===== src/rtl/systolic_feeder.sv =====
// rtl/systolic_feeder.sv - K-slice skew feeder in front of the systolic PE array
//
// Accepts one A column / B row slice per cycle and delays lane i by i+1
// cycles, so the operands reach the PE grid as a diagonal wavefront. Cycles
// without an accepted slice inject zero bubbles. After the last slice of a
// job the feeder flushes for FLUSH_CYCLES cycles and pulses done_o.
//
// Ports:
//   clk_i, rst_i        clock, synchronous active-high reset
//   a_vec_i, b_vec_i    input slices, lane i = bits [i*DATA_W +: DATA_W]
//   valid_i, last_i     slice valid, final slice of the job
//   ready_o             slice accepted when valid_i && ready_o
//   a_o, b_o            skewed lanes to array rows / columns
//   busy_o              job in progress (STREAM or FLUSH)
//   done_o              one-cycle pulse when the job has fully drained
//   bubble_cnt_o        (FEEDER_BUBBLE_CNT_EN only) bubbles inserted while streaming
//
// Optional feature macro: FEEDER_BUBBLE_CNT_EN

module systolic_feeder #(
  parameter int SYS_ARRAY_SIZE = 4,
  parameter int DATA_W         = 8,
  parameter int FLUSH_CYCLES   = 2 * SYS_ARRAY_SIZE
) (
  input  logic                             clk_i,
  input  logic                             rst_i,
  input  logic [SYS_ARRAY_SIZE*DATA_W-1:0] a_vec_i,
  input  logic [SYS_ARRAY_SIZE*DATA_W-1:0] b_vec_i,
  input  logic                             valid_i,
  input  logic                             last_i,
  output logic                             ready_o,
  output logic [SYS_ARRAY_SIZE*DATA_W-1:0] a_o,
  output logic [SYS_ARRAY_SIZE*DATA_W-1:0] b_o,
  output logic                             busy_o,
  output logic                             done_o
`ifdef FEEDER_BUBBLE_CNT_EN
  ,
  output logic [15:0]                      bubble_cnt_o
`endif
);

  localparam int CNT_W = $clog2(FLUSH_CYCLES);

  // The flush must outlast the deepest lane so lane N-1 drains before done_o.
  if (FLUSH_CYCLES < SYS_ARRAY_SIZE + 1) begin : g_flush_check
    $error("systolic_feeder: FLUSH_CYCLES must be >= SYS_ARRAY_SIZE+1");
  end

  typedef enum logic [1:0] {
    S_IDLE,
    S_STREAM,
    S_FLUSH
  } state_t;

  state_t           state;
  state_t           state_next;
  logic [CNT_W-1:0] cnt;
  logic [CNT_W-1:0] cnt_next;
  logic             hs;

  assign ready_o = (state != S_FLUSH);
  assign busy_o  = (state != S_IDLE);
  assign hs      = valid_i && ready_o;

  always_ff @(posedge clk_i) begin
    if (rst_i) begin
      state <= S_IDLE;
      cnt   <= '0;
    end else begin
      state <= state_next;
      cnt   <= cnt_next;
    end
  end

  always_comb begin
    state_next = state;
    cnt_next   = cnt;
    done_o     = 1'b0;
    case (state)
      S_IDLE: begin
        if (hs) begin
          if (last_i) begin
            state_next = S_FLUSH;
            cnt_next   = CNT_W'(FLUSH_CYCLES - 1);
          end else begin
            state_next = S_STREAM;
          end
        end
      end
      S_STREAM: begin
        if (hs && last_i) begin
          state_next = S_FLUSH;
          cnt_next   = CNT_W'(FLUSH_CYCLES - 1);
        end
      end
      S_FLUSH: begin
        if (cnt == '0) begin
          done_o     = 1'b1;
          state_next = S_IDLE;
        end else begin
          cnt_next = cnt - CNT_W'(1);
        end
      end
      default: begin
        state_next = S_IDLE;
      end
    endcase
  end

  // Lane i: input register plus i shift stages. Unaccepted cycles load zeros,
  // which travel with the same skew as real data so a/b bubbles stay paired.
  for (genvar i = 0; i < SYS_ARRAY_SIZE; i++) begin : g_lane
    logic [DATA_W-1:0] a_sr [0:i];
    logic [DATA_W-1:0] b_sr [0:i];

    always_ff @(posedge clk_i) begin
      if (rst_i) begin
        for (int j = 0; j <= i; j++) begin
          a_sr[j] <= '0;
          b_sr[j] <= '0;
        end
      end else begin
        a_sr[0] <= hs ? a_vec_i[i*DATA_W +: DATA_W] : '0;
        b_sr[0] <= hs ? b_vec_i[i*DATA_W +: DATA_W] : '0;
        for (int j = 1; j <= i; j++) begin
          a_sr[j] <= a_sr[j-1];
          b_sr[j] <= b_sr[j-1];
        end
      end
    end

    assign a_o[i*DATA_W +: DATA_W] = a_sr[i];
    assign b_o[i*DATA_W +: DATA_W] = b_sr[i];
  end

`ifdef FEEDER_BUBBLE_CNT_EN
  // Counts streaming cycles starved of input; restarts with each new job.
  always_ff @(posedge clk_i) begin
    if (rst_i) begin
      bubble_cnt_o <= '0;
    end else if (state == S_IDLE && hs) begin
      bubble_cnt_o <= '0;
    end else if (state == S_STREAM && !hs && bubble_cnt_o != 16'hFFFF) begin
      bubble_cnt_o <= bubble_cnt_o + 16'd1;
    end
  end
`endif

endmodule


===== config.mk =====
export PLATFORM = sky130hd
export DESIGN_NAME = systolic_feeder
export DESIGN_NICKNAME = d
export VERILOG_FILES = /design/src/rtl/systolic_feeder.sv
export SDC_FILE = /design/constraint.sdc
export NUM_CORES = 1
export LEC_CHECK = 0
export ABC_AREA = 1
export CORE_MARGIN = 4
export CORE_UTILIZATION = 30
export CTS_BUF_LIST = sky130_fd_sc_hd__clkbuf_8
export CTS_CLUSTER_SIZE = 24
export DETAILED_ROUTE_END_ITERATION = 16
export SYNTH_ARGS = -nofsm -noshare
export SYNTH_HDL_FRONTEND = slang
export SYNTH_SLANG_ARGS = --single-unit

===== constraint.sdc =====
create_clock -name clk_i -period 1.6 [get_ports clk_i]
set_clock_uncertainty 0.05 [all_clocks]
set_input_delay 0.32 -clock clk_i [delete_from_list [all_inputs] [get_ports clk_i]]
set_output_delay 0.32 -clock clk_i [all_outputs]
set_load 0.03 [all_outputs]

==> results of run 1 <==
[placed cells by master, fill, tap and decap left out, types with 2 or more instances in the layout]
master	netlist	routed
a21oi_1	4	4
buf_12	0	4
buf_4	46	7
buf_6	0	3
bufinv_16	0	2
clkbuf_8	0	19
clkdlybuf4s15_1	0	30
clkdlybuf4s50_1	0	66
clkinv_2	0	5
clkinv_4	0	2
dfxtp_1	165	163
dfxtp_2	0	2
dlygate4sd2_1	0	33
inv_1	167	165
inv_2	2	3
inv_6	0	2
nand2_1	14	12
nand3_1	3	3
nand4_1	2	2
nor2_1	162	161
nor2_4	0	2
[metal layers]
metal  vias to the layer above  track usage [%]  routed length [um]
li1                       1759                -                   -
met1                      1433             9.55                3390
met2                        82             15.8                4280
met3                        15             4.87                 690
met4                         0             5.56                 231
met5                         -                0                   0
[registers in the layout, indices dropped and copies added (netlist names)]
| signal | cells |
|---|---|
| cnt | 3 |
| g_lane.a_sr | 80 |
| g_lane.b_sr | 80 |
| state | 2 |
[final cells by class]
cell class	instances	area [um^2]	area share (%)
Inverter	169	637	9.33
Sequential cell	165	3310	48.5
Clock buffer	19	262	3.83
Clock inverter	12	128	1.87
Multi-Input combinational cell	190	790	11.6
Tap cell	220	275	4.03
Timing Repair Buffer	145	1430	20.9
[through the flow]
step / TNS [ns] / setup WS [ns] / power [W] / cells / util, %
2_1_floorplan: 0 / 0.167 / 0.00471 / 581 / -
3_3_place_gp: 0 / 0.0603 / 0.00501 / 885 / 38.6
3_5_place_dp: 0 / 0.0358 / 0.00502 / 885 / 38.6
4_1_cts: -0.319 / -0.163 / 0.00797 / 918 / 40.8
5_1_grt: -0.180 / -0.164 / 0.00824 / 920 / 41.1
6_report: -0.0653 / -0.0653 / 0.00784 / 920 / 41.1
[cell families after synthesis]
| kind of cell | after synthesis | share of synthesized area [%] |
|---|---|---|
| DFF | 165 | 65.0 |
| and+or+nand+nor | 183 | 13.9 |
| adders and majority gates | 2 | 0.492 |
| AOI/OAI and AO/OA | 5 | 0.492 |
| buffers and inverters | 226 | 20.2 |
[worst max path at each step]
stage                   to  cells after the start                   from
floorplan           done_o                      4  state[1]$_SDFFE_PP0P_
global placement    busy_o                      3  state[0]$_SDFFE_PP0P_
detailed placement  busy_o                      3  state[0]$_SDFFE_PP0P_
CTS                 done_o                      6  state[1]$_SDFFE_PP0P_
global route        done_o                      5    cnt[0]$_SDFFE_PP0P_
finish              done_o                      6  state[1]$_SDFFE_PP0P_
[Yosys cell counts, drive strengths merged]
library cell / count
a21oi: 4
buf: 50
clkbuf: 7
dfxtp: 165
ha: 2
inv: 169
nand2: 14
nand3: 4
nand4: 2
nor2: 163
o21ai: 1
[power by group through the flow]
stage / clock network (W) / logic, W / registers [W]
finish: 0.00291 / 0.000654 / 0.00428
global route: 0.00322 / 0.000723 / 0.00429
global placement: 0 / 0.000638 / 0.00437
detailed placement: 0 / 0.000647 / 0.00437
floorplan: 0 / 0.000305 / 0.00441
CTS: 0.00306 / 0.000637 / 0.00428
[worst reg2reg max path: cells and delay by family, from the launching register on]
family	cells	cell delay, ns
and+or+nand+nor	3	0.27
DFF	1	0.36
buffers and inverters	5	0.53
[what timing repair did]
item,4_1_cts,5_1_grt
setup endpoints to repair,67,30
gates resized for setup,86,37
buffers inserted,2,2
cloned,0,0
pin swaps,2,2
==> impl_results.md, run 1 <==
* Flop pwr share at a little over half
* Die Height at approximately 140 um
* Slew of the pin with the lowest slew margin at 0.359 ns
* Outcome: finished, violations left
* Synth cell types at 15
* Unrepaired setup endpoints after global routing: yes
* Synth Register Bits at ~170
* R2R Path Start: state[1]$_SDFFE_PP0P_
* Post-Synthesis Cells at about 580
* Placed cell areas at between 6000 and 7000 um^2
* Bufs and invs on worst path at 4
* Failing checks: setup timing
* Type of origin of the critical path: flip-flop
* Share of layout cells above drive strength 1 at roughly 8.4%
* Clock share of power at 37.1%
* CP delay by family, top: flip-flops
* Synth top area cells: dfxtp_1, inv_1, nor2_1, buf_4, nand2_1
* WL final at ~8600 um
* Switching Share at a little under a quarter
* Max-slew violation count at 0
* Critical path type: reg -> out
* Worst-Skew Late Latency at 0.44 ns
* Worst r2r dst: g_lane[1].a_sr[0][4]$_SDFF_PP0_
* CTS tree: yes
* Final worst setup slack at -0.0653 ns
* Pwr Density at 1150 nW/um^2
* Aggregate global routing overflow at 0
* CP Max Fanout at 4
* I/O Buffers at about 130
* Worst Hold Class: in -> reg
* CTS Sinks at ~170
* Pin count of the biggest net entering global routing at 58
* Worst slew margin at 76.1%
* Fill cells at between 1,500 and 2,000
* Top cell type's share of synthesized area at between 60 and 70%
* Max frequency at around 0.6 GHz
* WL/cell at about 9.3 um
* Crit end category: output pin
* Hold wc startpoint: rst_i
* GRT Overall Usage at under 10%
* Detailed Route Iter0 Violations at 85
* Design area at around 7000 um^2
* Worst reg2reg setup slack at a little under 0.3 ns
* Synth area leader: dfxtp_1
* Site row count at between 40 and 50
* CP Cell Sequence: inv_4 > nor2_4 > inv_2 > buf_6 > nor2_4 > buf_6
* Diodes inserted at 0
* Hold Buf Count CTS at 0
* Crit path largest cell delay at between 0.3 and 0.4 ns
* Final hold slack at around 0.21 ns
* DRC at 0
* Drt first pass iters at 4
* Tmin final at 1.67 ns
* Dpl hpwl at between 5000 and 6000 um
* Max-Cap Viols at 0
* Worst-path clk slew at ~0.080 ns
* Nets at between 700 and 800
* GPL Wtd Cong at ~0.83
* Vias in the first global route at between 2,000 and 3,000
* Worst reg2reg path depth at 8
* Final-report setup violation count at 1
* P_int at approximately 0.006 W
* Synth-to-Final Area Change at 34.2%
* Hold EP: cnt[2]$_SDFFE_PP0P_
* H-tree depth at 4
* Syn Std Cell Area at approximately 5100 um^2
* Hold depth at 4
* CP required at ~1.2 ns
* Via count at 3,289
* Largest buffer count on any clock path at 2
* WP data arrival at between 1 and 1.5 ns
* Post-synthesis sequential area ratio at 65.0%
* CP max-delay cell: dfxtp_2
* Die extent in x at 138 um
* Peak supply drop at approximately 480 uV
* Final Hold Vio Count at 0
* Antenna viol nets, final at 0
* Combinational share of power at 8.3%
* DIE AREA at roughly 19,000 um^2
* Vias per inst at between 3 and 4
* Ports at 135
* CTS Buf Count at 17
* Avg Inst Size Synth at 8.75 um^2
* Ys Warns at 0
* Initial Utilization at 30.7%
* Antenna violations before repair at 0
* Final Cycle Share at 104%
* Root Buffer: clkbuf_8
* First-pass GRT wire length at between 10,000 and 15,000 um
* Core Region at 16,600 um^2
* Net switching power at between 0.0015 and 0.002 W
* Leakage at roughly 3.2 nW
* Syn_nets at around 650
Power figures use the tool's default switching activity.
==> run 2: changes to the inputs <==
Settings changed: CORE_UTILIZATION 30 to 53, CTS_CLUSTER_SIZE 24 to 8, PLACE_DENSITY set to 0.86.
==> impl_results.md, run 2 (synthesis gave the netlist of run 1 again) <==
* Outcome: finished, violations left
* Failing checks: setup timing
* Slew of the pin with the lowest slew margin at 0.352 ns (-0.00701 ns)
* R2R Path Start: cnt[0]$_SDFFE_PP0P_
* Site row count at 35 (-26%)
* Initial Utilization at 54.8% (+24 points)
* P_int at 0.00562 W (-6.6%)
* Unrepaired setup endpoints after global routing: yes
* WL final at 8750 um (+1.8%)
* Placed cell areas at 6270 um^2 (-2.2%)
* Pin count of the biggest net entering global routing at 54 (-6.9%)
* Final Cycle Share at 101% (-2.7 points)
* Max frequency at 0.616 GHz (+2.6%)
* Critical path type: reg -> out
* CTS Sinks at 165 (unchanged)
* Type of origin of the critical path: flip-flop
* Largest buffer count on any clock path at 2 (unchanged)
* I/O Buffers at 134 (unchanged)
* CP Max Fanout at 4 (unchanged)
* H-tree depth at 4 (unchanged)
* Leakage at 3.23 nW (+1.1%)
* Root Buffer: clkbuf_8
* Pwr Density at 1130 nW/um^2 (-1.2%)
* Fill cells at 729 (-57%)
* Dpl hpwl at 6230 um (+5.9%)
* Synth-to-Final Area Change at 29.5%
* Combinational share of power at 8.6% (+0.3 points)
* Via count at 3,337 (+1.5%)
* Crit end category: output pin
* Net switching power at 0.00185 W (+1.4%)
* Worst slew margin at 76.6% (+0.47 points)
* Vias per inst at 4.04 (+13%)
* WL/cell at 10.6 um (+13%)
* Peak supply drop at 597 uV (+24%)
* Clock share of power at 34.1% (-3.0 points)
* Hold wc startpoint: rst_i
* Tmin final at 1.62 ns (-0.0425 ns)
* DRC at 0 (unchanged)
* Worst-path clk slew at 0.09 ns (about the same)
* Final hold slack at 0.132 ns (-0.0815 ns)
* Final-report setup violation count at 1 (unchanged)
* Top Registers: g_lane.a_sr x80, g_lane.b_sr x80, cnt x3
* Flop pwr share at 57.3% (+2.7 points)
* Design area at 6580 um^2 (-3.5%)
* Share of layout cells above drive strength 1 at 7.74% (-0.69 points)
* Hold EP: state[0]$_SDFFE_PP0P_
* Diodes inserted at 0 (unchanged)
* Max-Cap Viols at 0 (unchanged)
* Switching Share at 24.8% (+1.5 points)
* Commonest non-fill, non-tap cells in the layout: inv_1, dfxtp_1, nor2_1
* Fin cells at 827 (-10%)
* Drt first pass iters at 4 (unchanged)
* Vias in the first global route at 3,363 (+14%)
* Nets at 756 (-0.26%)
* Placed cell count at 794 (-10%)
* Ports at 135 (unchanged)
* Most common cell after layout, fill and taps aside: inv_1
* Final worst setup slack at -0.0228 ns (+0.0425 ns)
* DIE AREA at 11,200 um^2 (-41%)
* Detailed Route Iter0 Violations at 48 (-44%)
* Die Height at 106 um (-23%)
* CTS tree: yes
* CP required at 1.23 ns (about the same)
* Worst reg2reg setup slack at 0.36 ns (+0.07 ns)
* Max-slew violation count at 0 (unchanged)
* Worst r2r dst: cnt[2]$_SDFFE_PP0P_
* WP data arrival at 1.25 ns (-0.05 ns)
* GPL Wtd Cong at 0.773 (-6.9%)
* Worst Hold Class: in -> reg
* Antenna violations before repair at 0 (unchanged)
* Worst-Skew Late Latency at 0.42 ns (-0.02 ns)
* First-pass GRT wire length at 14,500 um (+2.0%)
* Setup WS pre-CTS at 0.0431 ns (+0.00727 ns)
* Final Hold Vio Count at 0 (unchanged)
* Aggregate global routing overflow at 0 (unchanged)
* Core Region at 9280 um^2 (-44%)
* Antenna viol nets, final at 0 (unchanged)
* GRT Overall Usage at 16.4% (+6.9 points)
* CTS Buf Count at 17 (unchanged)
* Die extent in x at 106 um (-23%)
* Worst reg2reg path depth at 8 (unchanged)
* Hold depth at 2 (-2)
==> run 2: cell types whose count changed in the layout (fill, tap and decap cells not counted), sizes merged <==
cell,before,now
dlygate4sd2,33,61
clkdlybuf4s15,30,3
clkinv,7,1
clkinvlp,1,6
inv,171,176
clkbuf,20,17
buf,15,13
bufinv,2,0
==> run 2: final cells by class <==
type / instances / area, um^2 / area share, %
Sequential cell: 165 / 3310 / 50.2
Tap cell: 129 / 161 / 2.45
Timing Repair Buffer: 143 / 1350 / 20.5
Inverter: 169 / 637 / 9.67
Clock inverter: 14 / 108 / 1.63
Clock buffer: 17 / 234 / 3.55
Multi-Input combinational cell: 190 / 787 / 12.0
==> run 2: worst max-delay path by stage <==
stage	from	endpoint	slack, ns	cells past startpoint
floorplan	state[1]$_SDFFE_PP0P_	done_o	0.17	4
global placement	state[0]$_SDFFE_PP0P_	busy_o	0.07	3
detailed placement	state[1]$_SDFFE_PP0P_	ready_o	0.04	4
CTS	state[1]$_SDFFE_PP0P_	done_o	-0.04	5
global route	cnt[0]$_SDFFE_PP0P_	done_o	-0.09	5
finish	cnt[0]$_SDFFE_PP0P_	done_o	-0.02	5
==> run 2: worst max-delay path, cell delays in order, from the launching register on <==
cell and delay [ns]:
dfxtp_2 0.33, inv_2 0.07, ha_4 0.14, nand2_4 0.07
nor2_4 0.10, buf_6 0.13
==> run 2: routing by layer <==
metal  GRT usage, %  wire length (um)
met4           8.60               246
met2           30.0              4690
met3           6.19               599
met5              0                 0
met1           16.1              3220
==> run 2: stage by stage <==
| step | power [W] | util, % | setup TNS (ns) |
|---|---|---|---|
| floorplan | 0.00471 | - | 0 |
| global placement | 0.00498 | 67.5 | 0 |
| detailed placement | 0.00501 | 67.5 | 0 |
| CTS | 0.00755 | 70.8 | -0.0404 |
| global route | 0.00781 | 70.9 | -0.0880 |
| finish | 0.00747 | 70.9 | -0.0228 |
==> run 2: what timing repair did <==
item	4_1_cts	5_1_grt
setup endpoints to repair	67	6
hold buffers	0	0
pin swaps	2	0
gates resized for setup	85	8
setup buffers	2	0
gates cloned	0	0
==> run 2: power by group through the flow <==
stage / clock network, W / registers, W / logic (W)
global placement: 0 / 0.00437 / 0.000612
finish: 0.00255 / 0.00428 / 0.000639
detailed placement: 0 / 0.00437 / 0.000634
floorplan: 0 / 0.00441 / 0.000305
CTS: 0.00264 / 0.00428 / 0.000640
global route: 0.00281 / 0.00429 / 0.000706
==> run 3: changes to the inputs <==
Clock period 1.6 ns to 1.9 ns, I/O delays scaled along.
==> impl_results.md, run 3 (synthesis gave the netlist of run 1 again) <==
* CTS Sinks at 165 (unchanged)
* Power Total at 0.00647 W (-13%)
* Vias per inst at 4.02 (-0.33%)
* Worst-path clk slew at 0.09 ns (about the same)
* Initial Utilization at 54.8% (unchanged)
* GPL Wtd Cong at 0.734 (-5.0%)
* Die extent in x at 106 um (unchanged)
* Synth-to-Final Area Change at 31.5%
* Core Region at 9280 um^2 (unchanged)
* CP Cell Sequence: inv_1 > ha_1 > nand2_1 > nor2_1 > buf_2
* Pwr Density at 968 nW/um^2 (-15%)
* Dpl hpwl at 6310 um (+1.3%)
* Final Hold Vio Count at 0 (unchanged)
* First-pass GRT wire length at 14,300 um (-1.7%)
* Drt first pass iters at 4 (unchanged)
* GRT Overall Usage at 16.2% (-0.21 points)
* Fill cells at 697 (-4.4%)
* H-tree depth at 4 (unchanged)
* Antenna viol nets, final at 0 (unchanged)
* Tmin final at between 1.5 and 2 ns
* Die Height at 106 um (unchanged)
* Largest buffer count on any clock path at 2 (unchanged)
* Outcome: finished, final reports clean
* CTS Buf Count at 17 (unchanged)
* Diodes inserted at 0 (unchanged)
* Leakage at 3.57 nW (+10%)
* Post-Route Utilization at 72.0% (+1.1 points)
* R2R Path Start: state[1]$_SDFFE_PP0P_
* Unrepaired setup endpoints after global routing: no
* CP max-delay cell: dfxtp_1
* DRC at 0 (unchanged)
* Final-report setup violation count at 0 (-1)
* Max frequency at about 0.54 GHz
* Worst reg2reg path depth at 6 (-2)
* Max-slew violation count at 0 (unchanged)
* Peak supply drop at 465 uV (-22%)
* Critical path type: reg -> out
* Fin cells at 824 (-0.36%)
* Crit path largest cell delay at 0.33 ns (about the same)
* Setup TNS at 0 ns (+0.0228 ns)
* Detailed Route Iter0 Violations at 73 (+52%)
* Worst slew margin at 62.3% (-14 points)
* Hold EP: cnt[0]$_SDFFE_PP0P_
* Hold Buf Count CTS at 0 (unchanged)
* Commonest non-fill, non-tap cells in the layout: inv_1, dfxtp_1, nor2_1
* Site row count at 35 (unchanged)
* Slew of the pin with the lowest slew margin at 0.565 ns (+0.213 ns)
* Hold depth at 4 (+2)
* Aggregate global routing overflow at 0 (unchanged)
* Type of origin of the critical path: flip-flop
* Final Cycle Share at a little over nine tenths
* CP required at 1.47 ns (+0.24 ns)
* Placed cell count at 792 (-0.25%)
* Antenna violations before repair at 0 (unchanged)
* CP delay by family, top: flip-flops
* WL final at 8890 um (+1.6%)
* Most common cell after layout, fill and taps aside: inv_1
* Ports at 135 (unchanged)
* Via count at 3,314 (-0.69%)
* Hold wc startpoint: rst_i
* CP Max Fanout at 3 (-1)
* Nets at 752 (-0.53%)
* Root Buffer: clkbuf_8
* I/O Buffers at 134 (unchanged)
* Bufs and invs on worst path at 2 (unchanged)
* WL/cell at 10.8 um (+2.0%)
* DIE AREA at 11,200 um^2 (unchanged)
* Crit end category: output pin
* Max-Cap Viols at 0 (unchanged)
* Worst r2r dst: g_lane[1].b_sr[0][6]$_SDFF_PP0_
* Pin count of the biggest net entering global routing at 99 (+83%)
* Worst Hold Class: in -> reg
* Worst reg2reg setup slack at 0.41 ns (+0.05 ns)
* CTS tree: yes
* Top Registers: g_lane.a_sr x80, g_lane.b_sr x80, cnt x3
* Worst-Skew Late Latency at 0.42 ns (about the same)
* Vias in the first global route at 3,334 (-0.86%)
* WP data arrival at 1.42 ns (+0.17 ns)
* Share of layout cells above drive strength 1 at 6.47% (-1.3 points)
[run 3: cell count changes in the layout (fill, tap and decap cells not counted), moves of 2 or more]
cell             change
dlymetal6s2s_1      +34
buf_4                -4
dfxtp_1              +3
clkdlybuf4s50_1     +27
dlygate4sd2_1       -58
dfxtp_2              -3
clkinvlp_4           -4
nor2_4               -2
inv_8                +2
clkdlybuf4s15_1      -3
inv_6                +5
clkbuf_2             +2
[run 3: area by class of cell]
cell class              count  area, um^2  share of cell area, %
repair buffers            139        1460                   21.8
well taps                 129         161                   2.41
clock inverters            14         128                   1.91
clock buffers              18         248                   3.71
multi-input cells         190         754                   11.3
inverters                 169         634                   9.49
flip-flops and latches    165        3300                   49.4
[run 3: worst max path at each step]
stage / start / end / cells after the start
6_report: cnt[0]$_SDFFE_PP0P_ / done_o / 5
5_1_grt: g_lane[2].b_sr[0][22]$_SDFF_PP0_ / b_o[22] / 1
4_1_cts: g_lane[1].a_sr[0][14]$_SDFF_PP0_ / a_o[14] / 1
3_5_place_dp: cnt[0]$_SDFFE_PP0P_ / done_o / 5
3_3_place_gp: cnt[0]$_SDFFE_PP0P_ / done_o / 5
2_1_floorplan: state[1]$_SDFFE_PP0P_ / done_o / 4
[run 3: layer usage]
metal	track usage (%)	up-vias	share of wire, %
li1	-	1748	-
met1	15.1	1456	37
met2	31.5	90	55
met3	5.40	20	5.6
met4	7.59	0	2.7
met5	0	-	0
[run 3: worst min-delay path, cell delays in order]
cell and delay [ns]:
buf_4 0.11, inv_1 0.08, nand2_1 0.08, a21oi_1 0.04
[run 3: timing repair]
action / 4_1_cts / 5_1_grt
cloned: 0 / 0
gates resized for setup: 10 / 38
buffers inserted: 0 / 0
setup endpoints to repair: 6 / 36
[run 3: power by group]
group / switching, W / total (W) / internal (W)
clock network: 0.00134 / 0.00234 / 0.00100
logic: 0.000276 / 0.000523 / 0.000247
registers: 0.0000326 / 0.00360 / 0.00357
[run 3: stage by stage]
| step | instance area [um^2] | hold WS, ns | setup slack, ns |
|---|---|---|---|
| 2_1_floorplan | 5080 | 0.338 | 0.407 |
| 3_3_place_gp | 6240 | 0.339 | 0.0872 |
| 3_5_place_dp | 6240 | 0.343 | 0.0424 |
| 4_1_cts | 6610 | 0.236 | 0.00327 |
| 5_1_grt | 6680 | 0.251 | 0.00124 |
| 6_report | 6680 | 0.248 | 0.0468 |
